### config.mk
export PLATFORM = sky130hd
export DESIGN_NAME = mm_stream_reader
export DESIGN_NICKNAME = d
export VERILOG_FILES = /design/src/rtl/mm_stream_reader.sv
export SDC_FILE = /design/constraint.sdc
export NUM_CORES = 1
export LEC_CHECK = 0
export CELL_PAD_IN_SITES_DETAIL_PLACEMENT = 1
export CELL_PAD_IN_SITES_GLOBAL_PLACEMENT = 1
export CORE_MARGIN = 2
export CORE_UTILIZATION = 50
export DETAILED_ROUTE_END_ITERATION = 8
export DONT_BUFFER_PORTS = 1
export GPL_TIMING_DRIVEN = 0
export PLACE_DENSITY_LB_ADDON = 0.1
export SYNTH_ARGS = -nofsm -noshare
export SYNTH_HDL_FRONTEND = slang
export SYNTH_SLANG_ARGS = --single-unit
### constraint.sdc
create_clock -name aclk -period 4 [get_ports aclk]
set_clock_uncertainty 0.15 [all_clocks]
set_input_delay 0.6 -clock aclk [delete_from_list [all_inputs] [get_ports aclk]]
set_output_delay 0.6 -clock aclk [all_outputs]
set_load 0.1 [all_outputs]
### src/rtl/mm_stream_reader.sv
// mm_stream_reader: streams len words from a 1-cycle-latency RAM onto AXI-Stream
// through a 2-entry skid FIFO, issuing reads only when a free slot is guaranteed.
module mm_stream_reader #(
    parameter int SIZE       = 12,
    parameter int DATA_WIDTH = 32
) (
    input  logic                  aclk,
    input  logic                  areset,
    input  logic                  start,
    input  logic                  clr,
    input  logic [SIZE-1:0]       len,
    output logic                  mem_en,
    output logic [SIZE-1:0]       mem_addr,
    input  logic [DATA_WIDTH-1:0] mem_rdata,
    output logic [DATA_WIDTH-1:0] m_axis_tdata,
    output logic                  m_axis_tvalid,
    input  logic                  m_axis_tready,
    output logic                  m_axis_tlast,
    output logic                  busy,
    output logic                  done
);
    typedef enum logic [1:0] {IDLE, READ, DRAIN} state_t;
    state_t                state;
    logic [SIZE-1:0]       len_q, rd_addr, beat;
    logic [DATA_WIDTH-1:0] fifo [2];
    logic [1:0]            occ;
    logic                  infl, rp, wp, pop;
    logic [2:0]            lvl;

    assign m_axis_tvalid = occ != 2'd0;
    assign m_axis_tdata  = fifo[rp];
    assign m_axis_tlast  = m_axis_tvalid && beat == len_q - SIZE'(1);
    assign pop           = m_axis_tvalid && m_axis_tready;
    // Projected FIFO level once the in-flight word lands and this cycle's pop retires
    assign lvl           = {1'b0, occ} + {2'b0, infl} - {2'b0, pop};
    assign mem_en        = state == READ && !clr && rd_addr < len_q && lvl < 3'd2;
    assign mem_addr      = rd_addr;
    assign busy          = state != IDLE;

    always_ff @(posedge aclk or posedge areset) begin
        if (areset) begin
            state   <= IDLE;
            len_q   <= '0;
            rd_addr <= '0;
            beat    <= '0;
            occ     <= '0;
            infl    <= 1'b0;
            rp      <= 1'b0;
            wp      <= 1'b0;
            done    <= 1'b0;
            fifo[0] <= '0;
            fifo[1] <= '0;
        end else if (clr) begin
            state   <= IDLE;
            rd_addr <= '0;
            beat    <= '0;
            occ     <= '0;
            infl    <= 1'b0;
            rp      <= 1'b0;
            wp      <= 1'b0;
            done    <= 1'b0;
        end else begin
            done <= 1'b0;
            infl <= mem_en;
            occ  <= occ + {1'b0, infl} - {1'b0, pop};
            if (infl) begin
                fifo[wp] <= mem_rdata;
                wp       <= ~wp;
            end
            if (pop) begin
                rp   <= ~rp;
                beat <= beat + SIZE'(1);
            end
            if (mem_en)
                rd_addr <= rd_addr + SIZE'(1);
            case (state)
                IDLE: begin
                    if (start && len == '0)
                        done <= 1'b1;
                    else if (start) begin
                        len_q   <= len;
                        rd_addr <= '0;
                        beat    <= '0;
                        state   <= READ;
                    end
                end
                READ: if (mem_en && rd_addr + SIZE'(1) == len_q) state <= DRAIN;
                DRAIN: begin
                    if (pop && m_axis_tlast) begin
                        state <= IDLE;
                        done  <= 1'b1;
                    end
                end
                default: state <= IDLE;
            endcase
        end
    end
endmodule
======== After elaboration in Yosys (flattened, before gate mapping) ========
Cells that the tools add are included.
storage, ports and cells
  register bits after elaboration ......... 108
  bits of input ports ..................... 49
  logic and storage cells ................. 88
operators by class
  $add $sub $neg .......................... 7
  magnitude comparators ................... 5
  equality and inequality tests ........... 8
  mux-type cells .......................... 32
  bitwise logic cells ..................... 6
  reductions and logical operators ........ 19
operators with widths
  operator                                                     count
  two-way mux 32 bit                                           4
  two-way mux 12 bit                                           10
  bitwise mux 64 bit                                           1
  demux 32 bit (select 1 bit)                                  1
  adder 12 x 1 -> 12 bit (second input constant)               2
  == test 12 bit                                               2
  logical NOT 12 bit                                           1
  less-than comparator 12 bit                                  1
  two-way mux 2 bit                                            6
  subtractor 12 x 1 -> 12 bit (second input constant)          1
  logical AND 1 bit                                            9
  != test 3 bit (second input constant)                        3
  two-way mux 1 bit                                            8
  AND reduction 4 bit                                          2
  nonzero test 2 bit                                           4
  one-hot mux 2 bit (3 select lines)                           1
  >= comparator 2 bit (second input constant)                  2
  NOT 1 bit                                                    4
  NOT 1 -> 2 bit                                               2
  adder 2 x 1 -> 3 bit                                         1
  less-than comparator 3 x 2 -> 1 bit (second input constant)  1
  != test 3 x 2 -> 1 bit (second input constant)               1
  subtractor 3 x 1 -> 3 bit                                    1
  adder 2 x 1 -> 2 bit                                         1
  other kinds (8)                                              8

======== Longest topological paths before layout ========
Gate-level depths: netlist (run 1).
  depth in word-level cells ............... 10
  depth in mapped cells ................... 15
  gate-level depth less buffers ........... 14

======== Worst setup path before layout (run 1) ========
OpenSTA, ideal clock, no wires.
  kind .................................... reg-to-output
  from .................................... register occ[1]
  to ...................................... output mem_en
  arrival ................................. 4.061 ns
  path slack .............................. -0.811 ns
  stages on the path, launching flop included .. 13
  buffers on the path ..................... 1
  cells stage by stage .................... dfrtp_1 or2_2 nand2_1 clkinv_1 ha_1 inv_1 ha_1 inv_1 fa_1 nor4b_1 nand4_1 nor3_1 clkbuf_1
on the way
  word-level cells in the longest chain between the ends .. 5
RTL lines
  what                                 line  text
  start: declaration                   26    logic [1:0] occ;
  start signal: assignment             65    occ <= occ + {1'b0, infl} - {1'b0, pop};
  nonzero test 2 bit                   30    assign m_axis_tvalid = occ != 2'd0;
  net m_axis_tvalid                    16    output logic m_axis_tvalid,
  logical AND 1 bit                    33    assign pop = m_axis_tvalid && m_axis_tready;
  subtractor 3 x 1 -> 3 bit            35    assign lvl = {1'b0, occ} + {2'b0, infl} - {2'b0, pop};
  less-than comparator 3 x 2 -> 1 bit  36    assign mem_en = state == READ && !clr && rd_addr < len_q && lvl < 3'd2;
  logical AND 1 bit                    36
  end: declaration                     12    output logic mem_en,
The timed path passes the listed nets, and every way through them passes these cells.

======== Worst setup path in the final report (run 1) ========
  from .................................... register occ[0]
  to ...................................... output mem_en
Same word-level chain as after synthesis.

==> out/metrics.yaml, run 1 <==
timing:
  rsz0062_at_grt: "yes"
  slew_headroom_pct: 24.0
  finalHoldViolCount: 0
  final_max_slew_viol_count: 0
  setup_viol: 0
  worstMarginPinSlew_ns: 1.14
  period_share_pct: 99.8
  fmax_mhz: 251
  hold_ws_ns: 0.0614
  setup_ws_ns: 0.00843
  fin_crit_ns: 3.99
cells_and_area:
  post-route-util_pct: 57.5
  final_cell_area_sq_um: 6510
  final_nets: 614
  drive_gt1_share_pct: 27.5
  diodes: 0
  final_cells: 695
  area_growth_pct: 12.8
clocking:
  clkSinkCount: 108
  h-tree-depth: 3
  root_buffer: "clkbuf_16"
  cts_made_buffers: 9
  clk_path_buf_depth: 2
  clkTransAtPathRegs_ns: 0.07
  worstSkewPairLatency_ns: 0.35
  cts_tree: "built"
  cts_hold_buffers: 0
synthesis:
  syn-num-nets: 588
  synthFlopType: "dfrtp_1"
  synthArstFlopShare_pct: 100
  synth_enable_flop_cells: 0
  synth_cells: 521
  syn_avg_cell_area_sq_um: 11.1
  netlist_area_sq_um: 5770
  ys_seq_area_share_pct: 46.8
  synthDistinctLibCells: 50
  ys_seq_elements: 108
  yosysWarnings: 0
power_and_ir_drop:
  p_int_w: 0.00258
  sequentialPowerShare_pct: 30.2
  swShare_pct: 51.6
  power_leakage_nw: 2.83
  power.switching_w: 0.00274
  ir_worst_vdd_v: 0.000740
  clockPowerShare_pct: 17.8
  p_per_area_nw_per_um2: 817
  combPwrFrac_pct: 52.0
setup_path:
  cp_max_fo: 5
  crit_path_max_incr_delay_ns: 0.57
  critPathKind: "flip-flop to primary output"
  required_ns: 3.25
  worst_ep_arrival_time_ns: 3.24
  cp-start-kind: "flip-flop"
  cp_common_cell: "ha_4"
  path_cells: "or2_4 -> nand2_4 -> inv_8 -> ha_4 -> inv_4 -> ha_4 -> inv_2 -> fa_1 -> nor4b_4 -> nand4_1 -> nor3_4 -> clkbuf_16"
  reg2regPathDepth: 16
  crit_slowest_cell: "fa_1"
  worstSetupEndpointType: "primary output"
place:
  place_area_sq_um: 6000
  gp_congestion: 0.834
  place_inst: 665
  hpwlAfterDp_mm: 10.5
  io_buffers: 0
  post-place-ws_ns: -0.616
global_route:
  grt_pass1_wl_mm: 23.3
  grt_pass1_vias: 4423
  antenna_found_initial: 0
  grt_max_degree: 63
  overflow: 0
  track_usage_pct: 24.0
die:
  die_w_um: 111
  row_count: 39
  coreArea_sq_um: 11300
  die_h_um: 111
  io_pins: 98
  die_area_sq_um: 12400
  initial_core_util_pct: 51.0
route:
  drc: 0
  drt_iter0_drc: 137
  routed_wl_mm: 14.5
  vias: 3979
  wire_per_inst_um: 20.9
  drt.antenna.violating_nets: 0
  viasPerCell: 5.73
  firstDrtPassIters: 4
run:
  max_cap_viol_count: 0
outcome:
  outcome: "finished clean"
worst_hold_path:
  hold_class: "input port to asynchronous set/reset pin"
## timing repair
item,in CTS,in global routing
gates cloned,1,0
buffers inserted,4,10
setup endpoints to repair,15,7
pin swaps,4,8
resized for setup,10,9
## cell type report
class                      instances  area (sq um)
fill                            1222          4810
multi-input combinational        360          2930
sequential                       108          2700
clock buffer                      12           256
tap                              143           179
buffer                            30           150
timing repair buffer              15           139
inverter                          23          98.8
clock inverter                     4          56.3
## cells in the final DEF (no fill, tap or decap), types with 3 or more instances in the layout
master	netlist	final
nand3b_1	4	4
dfrtp_1	108	108
and3_1	6	6
clkbuf_1	23	23
nand3_1	9	9
xnor2_1	26	26
mux2i_1	4	4
mux2_2	97	97
nand2_1	34	33
buf_2	4	4
o211ai_1	4	4
nand4_1	10	10
o21ai_0	16	16
or3_1	5	5
nor2_1	35	34
nand2b_1	3	3
inv_1	22	19
xor2_1	24	24
clkbuf_8	0	3
buf_4	1	14
clkbuf_16	0	10
a31oi_1	7	7
ha_1	17	15
nor3_1	6	5
nor4_1	9	9
a21oi_1	11	11
## cell usage after synthesis (all sizes together), types with 2 or more instances
master	n	area (sq um)
or3b	2	17.5
nand3b	4	30.0
o211ai	4	30.0
a211oi	3	27.5
o21a	2	15.0
ha	17	213
inv	22	82.6
nor3	6	30.0
xnor2	26	228
o21ai	16	80.1
mux2i	4	40.0
a21o	2	15.0
mux2	97	1090
nor4	10	68.8
clkbuf	23	86.3
nor3b	2	20.0
a21oi	11	55.1
o311ai	3	26.3
buf	7	42.5
nand3	9	45.0
nand4	10	62.6
nor2	35	131
nor4b	2	17.5
dfrtp	108	2700
xor2	24	210
nand2	34	128
a31oi	7	43.8
or3	5	31.3
nand2b	3	18.8
or4	4	37.5
and3	6	37.5
nor2b	2	12.5
or2	2	12.5
## worst paths after layout
| kind | slack, ns | startpoint | end |
|---|---|---|---|
| min in group aclk | 0.22 | len[1] | len_q[1]$_DFFE_PP0P_ |
| max in group asynchronous | 2.91 | areset | mem_addr[7]$_DFF_PP0_ |
| max reg2reg | 0.23 | occ[0]$_DFF_PP0_ | state[1]$_DFFE_PP0P_ |
| max | 0.008 | occ[0]$_DFF_PP0_ | mem_en |
| min reg2reg | 0.35 | fifo[22]$_DFFE_PP0P_ | fifo[22]$_DFFE_PP0P_ |
| min | 0.06 | areset | beat[1]$_DFF_PP0_ |
## registers in the layout (all words and copies together) (netlist names)
signal / cells
beat: 12
done: 1
fifo: 64
infl: 1
len_q: 12
mem_addr: 12
occ: 2
rp: 1
state: 2
wp: 1
## kinds of logic (layout without fill, tap and decap cells)
| family | after synthesis | after routing | synth area share (%) |
|---|---|---|---|
| AND/OR/NAND/NOR | 137 | 137 | 12.3 |
| adder cells (fa/ha/maj) | 18 | 18 | 4.03 |
| flip-flops | 108 | 108 | 46.8 |
| buffers and inverters | 53 | 84 | 3.73 |
| XOR/XNOR | 50 | 50 | 7.59 |
| AO/OA/AOI/OAI | 54 | 54 | 5.94 |
| multiplexers | 101 | 101 | 19.6 |
## power by group through the flow
stage / Clock, W / Combinational (W) / Sequential (W)
after global routing: 0.000998 / 0.00288 / 0.00165
after global placement: 0 / 0.00264 / 0.00159
after CTS: 0.000961 / 0.00273 / 0.00161
after detailed placement: 0 / 0.00269 / 0.00162
after floorplan: 0 / 0.00248 / 0.00155
final: 0.000947 / 0.00277 / 0.00161
## metrics by stage
| step | power (W) | setup TNS (ns) |
|---|---|---|
| finish | 0.00532 | 0 |
| global route | 0.00553 | -0.0896 |
| CTS | 0.00530 | -0.213 |
| detailed placement | 0.00431 | -6.15 |
| global placement | 0.00423 | -84.33 |
| floorplan | 0.00404 | 0 |
## metal layers
layer / up-vias / GRT usage, % / part of all wire (%)
met2: 82 / 43.4 / 53
met4: 0 / 9.55 / 2.3
met1: 1997 / 27.6 / 40
met3: 19 / 5.44 / 5.2
met5: - / 0 / 0
li1: 1881 / - / -
## worst max-delay path: cells and delay by family (launching register included)
| family | cells | cell delay [ns] |
|---|---|---|
| adders and majority gates | 3 | 0.89 |
| buffers and inverters | 4 | 0.39 |
| DFF | 1 | 0.42 |
| and+or+nand+nor | 5 | 1.18 |
(Power assumes the default switching activity.)
==> inputs of run 2 (changes only) <==
--- a/config.mk
+++ b/config.mk
@@ -8,7 +8,7 @@
 export CELL_PAD_IN_SITES_DETAIL_PLACEMENT = 1
 export CELL_PAD_IN_SITES_GLOBAL_PLACEMENT = 1
 export CORE_MARGIN = 2
-export CORE_UTILIZATION = 50
+export CORE_UTILIZATION = 45
 export DETAILED_ROUTE_END_ITERATION = 8
 export DONT_BUFFER_PORTS = 1
 export GPL_TIMING_DRIVEN = 0
==> constraint.sdc (replaced) <==
create_clock -name aclk -period 3.5 [get_ports aclk]
set_clock_uncertainty 0.15 [all_clocks]
set_input_delay 0.525 -clock aclk [delete_from_list [all_inputs] [get_ports aclk]]
set_output_delay 0.525 -clock aclk [all_outputs]
set_load 0.1 [all_outputs]
==> out/metrics.yaml, run 2 (synthesized netlist as in run 1, its figures left out) <==
timing:
  fmax_mhz: 254
  setup_viol: 14  # +14
  setup_ws_ns: -0.432  # -0.441 ns
  final_max_slew_viol_count: 0  # unchanged
  finalHoldViolCount: 2  # +2
  hold_ws_ns: -0.00206  # -0.0634 ns
  period_share_pct: 112
  fin_crit_ns: 3.93
  slew_headroom_pct: 20.9  # -3.1 points
  rsz0062_at_grt: "yes"
  worstMarginPinSlew_ns: 1.19  # +0.0467 ns
clocking:
  cts_tree: "built"
  root_buffer: "clkbuf_16"
  clkSinkCount: 108  # unchanged
  clk_path_buf_depth: 2  # unchanged
  worstSkewPairLatency_ns: 0.36  # about the same
  cts_hold_buffers: 0  # unchanged
  clkTransAtPathRegs_ns: 0.08  # about the same
  h-tree-depth: 3  # unchanged
  cts_made_buffers: 9  # unchanged
power_and_ir_drop:
  p_per_area_nw_per_um2: 900  # +10%
  clockPowerShare_pct: 17.5  # -0.3 points
  swShare_pct: 51.6  # about the same
  sequentialPowerShare_pct: 29.6  # -0.6 points
  power.switching_w: 0.00319  # +16%
  power_leakage_nw: 2.98  # +5.3%
  combPwrFrac_pct: 52.9  # +0.9 points
  ir_worst_vdd_v: 0.000662  # -11%
  p_int_w: 0.00299  # +16%
die:
  die_w_um: 117  # +5.2%
  coreArea_sq_um: 12600  # +11%
  die_h_um: 117  # +5.2%
  io_pins: 98  # unchanged
  initial_core_util_pct: 45.9  # -5.1 points
  die_area_sq_um: 13800  # +11%
  row_count: 41  # +5.1%
global_route:
  grt_pass1_vias: 4505  # +1.9%
  track_usage_pct: 22.9  # -1.1 points
  overflow: 0  # unchanged
  antenna_found_initial: 0  # unchanged
  grt_max_degree: 40  # -37%
  grt_pass1_wl_mm: 23.8  # +1.9%
cells_and_area:
  final_nets: 634  # +3.3%
  drive_gt1_share_pct: 33.9  # +6.4 points
  regMostFlops: "fifo"
  final_common_cell: "dfrtp_1"
  layout_common_cells: "dfrtp_1 (106), mux2_2 (97), nor2_1 (33)"
  largest_reg_flops: 64  # unchanged
  final_cell_area_sq_um: 6860  # +5.3%
  multi_input_area_sq_um: 3060  # +4.3%
  area_growth_pct: 18.8
  diodes: 0  # unchanged
  post-route-util_pct: 54.6  # -3.0 points
  seqCellArea_sq_um: 2710  # about the same
  num-fill-cells: 1324  # +8.3%
place:
  gp_congestion: 0.821  # -1.5%
  place_area_sq_um: 6080  # +1.4%
  io_buffers: 0  # unchanged
  post-place-ws_ns: -0.424  # +0.192 ns
  hpwlAfterDp_mm: 10.7  # +1.8%
route:
  drt_iter0_drc: 161  # +18%
  drc: 0  # unchanged
  viasPerCell: 5.57  # -2.7%
  routed_wl_mm: 15.1  # +3.6%
  wire_per_inst_um: 20.3  # -3.2%
  vias: 4145  # +4.2%
  drt.antenna.violating_nets: 0  # unchanged
  firstDrtPassIters: 4  # unchanged
outcome:
  violations: "negative hold slack, negative setup slack"
  outcome: "finished, violations left"
setup_path:
  cp_max_fo: 5  # unchanged
  worstSetupEndpointType: "primary output"
  required_ns: 2.82  # -0.43 ns
  worst_ep_arrival_time_ns: 3.26  # +0.02 ns
  cp-start-kind: "flip-flop"
  critPathKind: "flip-flop to primary output"
run:
  max_cap_viol_count: 0  # unchanged
worst_hold_path:
  hold_class: "input port to asynchronous set/reset pin"
run 2: power by group through the flow:
stage	combinational [W]	sequential (W)	clock, W
2_1_floorplan	0.00285	0.00178	0
3_3_place_gp	0.00303	0.00181	0
3_5_place_dp	0.00309	0.00185	0
4_1_cts	0.00324	0.00183	0.00110
5_1_grt	0.00339	0.00188	0.00115
6_report	0.00326	0.00183	0.00108
run 2: worst paths after layout:
kind,start,to,slack (ns),cells past startpoint
max in group asynchronous,areset,fifo[11]$_DFFE_PP0P_,2.29,3
min in group aclk,len[4],len_q[4]$_DFFE_PP0P_,0.14,2
worst min register to register,fifo[26]$_DFFE_PP0P_,fifo[26]$_DFFE_PP0P_,0.35,1
worst min-delay path,areset,mem_addr[0]$_DFF_PP0_,-0.002,1
worst max register to register,occ[1]$_DFF_PP0_,state[1]$_DFFE_PP0P_,-0.41,18
worst max-delay path,occ[1]$_DFF_PP0_,mem_en,-0.43,13
run 2: metrics by stage:
stage	cells	hold slack (ns)	power (W)	setup TNS (ns)
after global routing	744	0.0572	0.00642	-5.08
after CTS	739	0.0150	0.00618	-2.37
final	744	-0.00206	0.00617	-2.46
after floorplan	521	0.290	0.00463	0
after global placement	693	0.331	0.00485	-4.25
after detailed placement	695	0.339	0.00494	-4.81
run 2: timing repair:
item,in CTS,in global routing
resized for setup,34,19
cloned,1,0
pin swaps,13,19
buffers inserted,28,10
setup endpoints to repair,15,17
run 2: layout make-up:
class | instances | area share, %
buffer | 27 | 1.90
clock buffer | 10 | 3.34
clock inverter | 6 | 1.11
inverter | 23 | 1.53
multi-input combinational | 360 | 44.6
sequential | 108 | 39.5
tap | 172 | 3.14
timing repair buffer | 38 | 4.96
run 2: metal layers:
layer,global-route usage [%],vias up,wire length [um]
met1,28.4,2121,6210
li1,-,1911,-
met5,0,-,0
met2,38.5,90,7700
met3,5.77,23,799
met4,8.94,0,363
run 2: critical path, stage by stage, from the launching register on:
cell	delay, ns
dfrtp_1	0.39
or2_4	0.38
nand2_4	0.16
clkinv_8	0.06
ha_4	0.21
inv_2	0.06
ha_4	0.11
inv_2	0.03
fa_1	0.51
nor4b_4	0.21
nand4_1	0.15
buf_4	0.17
nor3_4	0.18
clkbuf_16	0.26
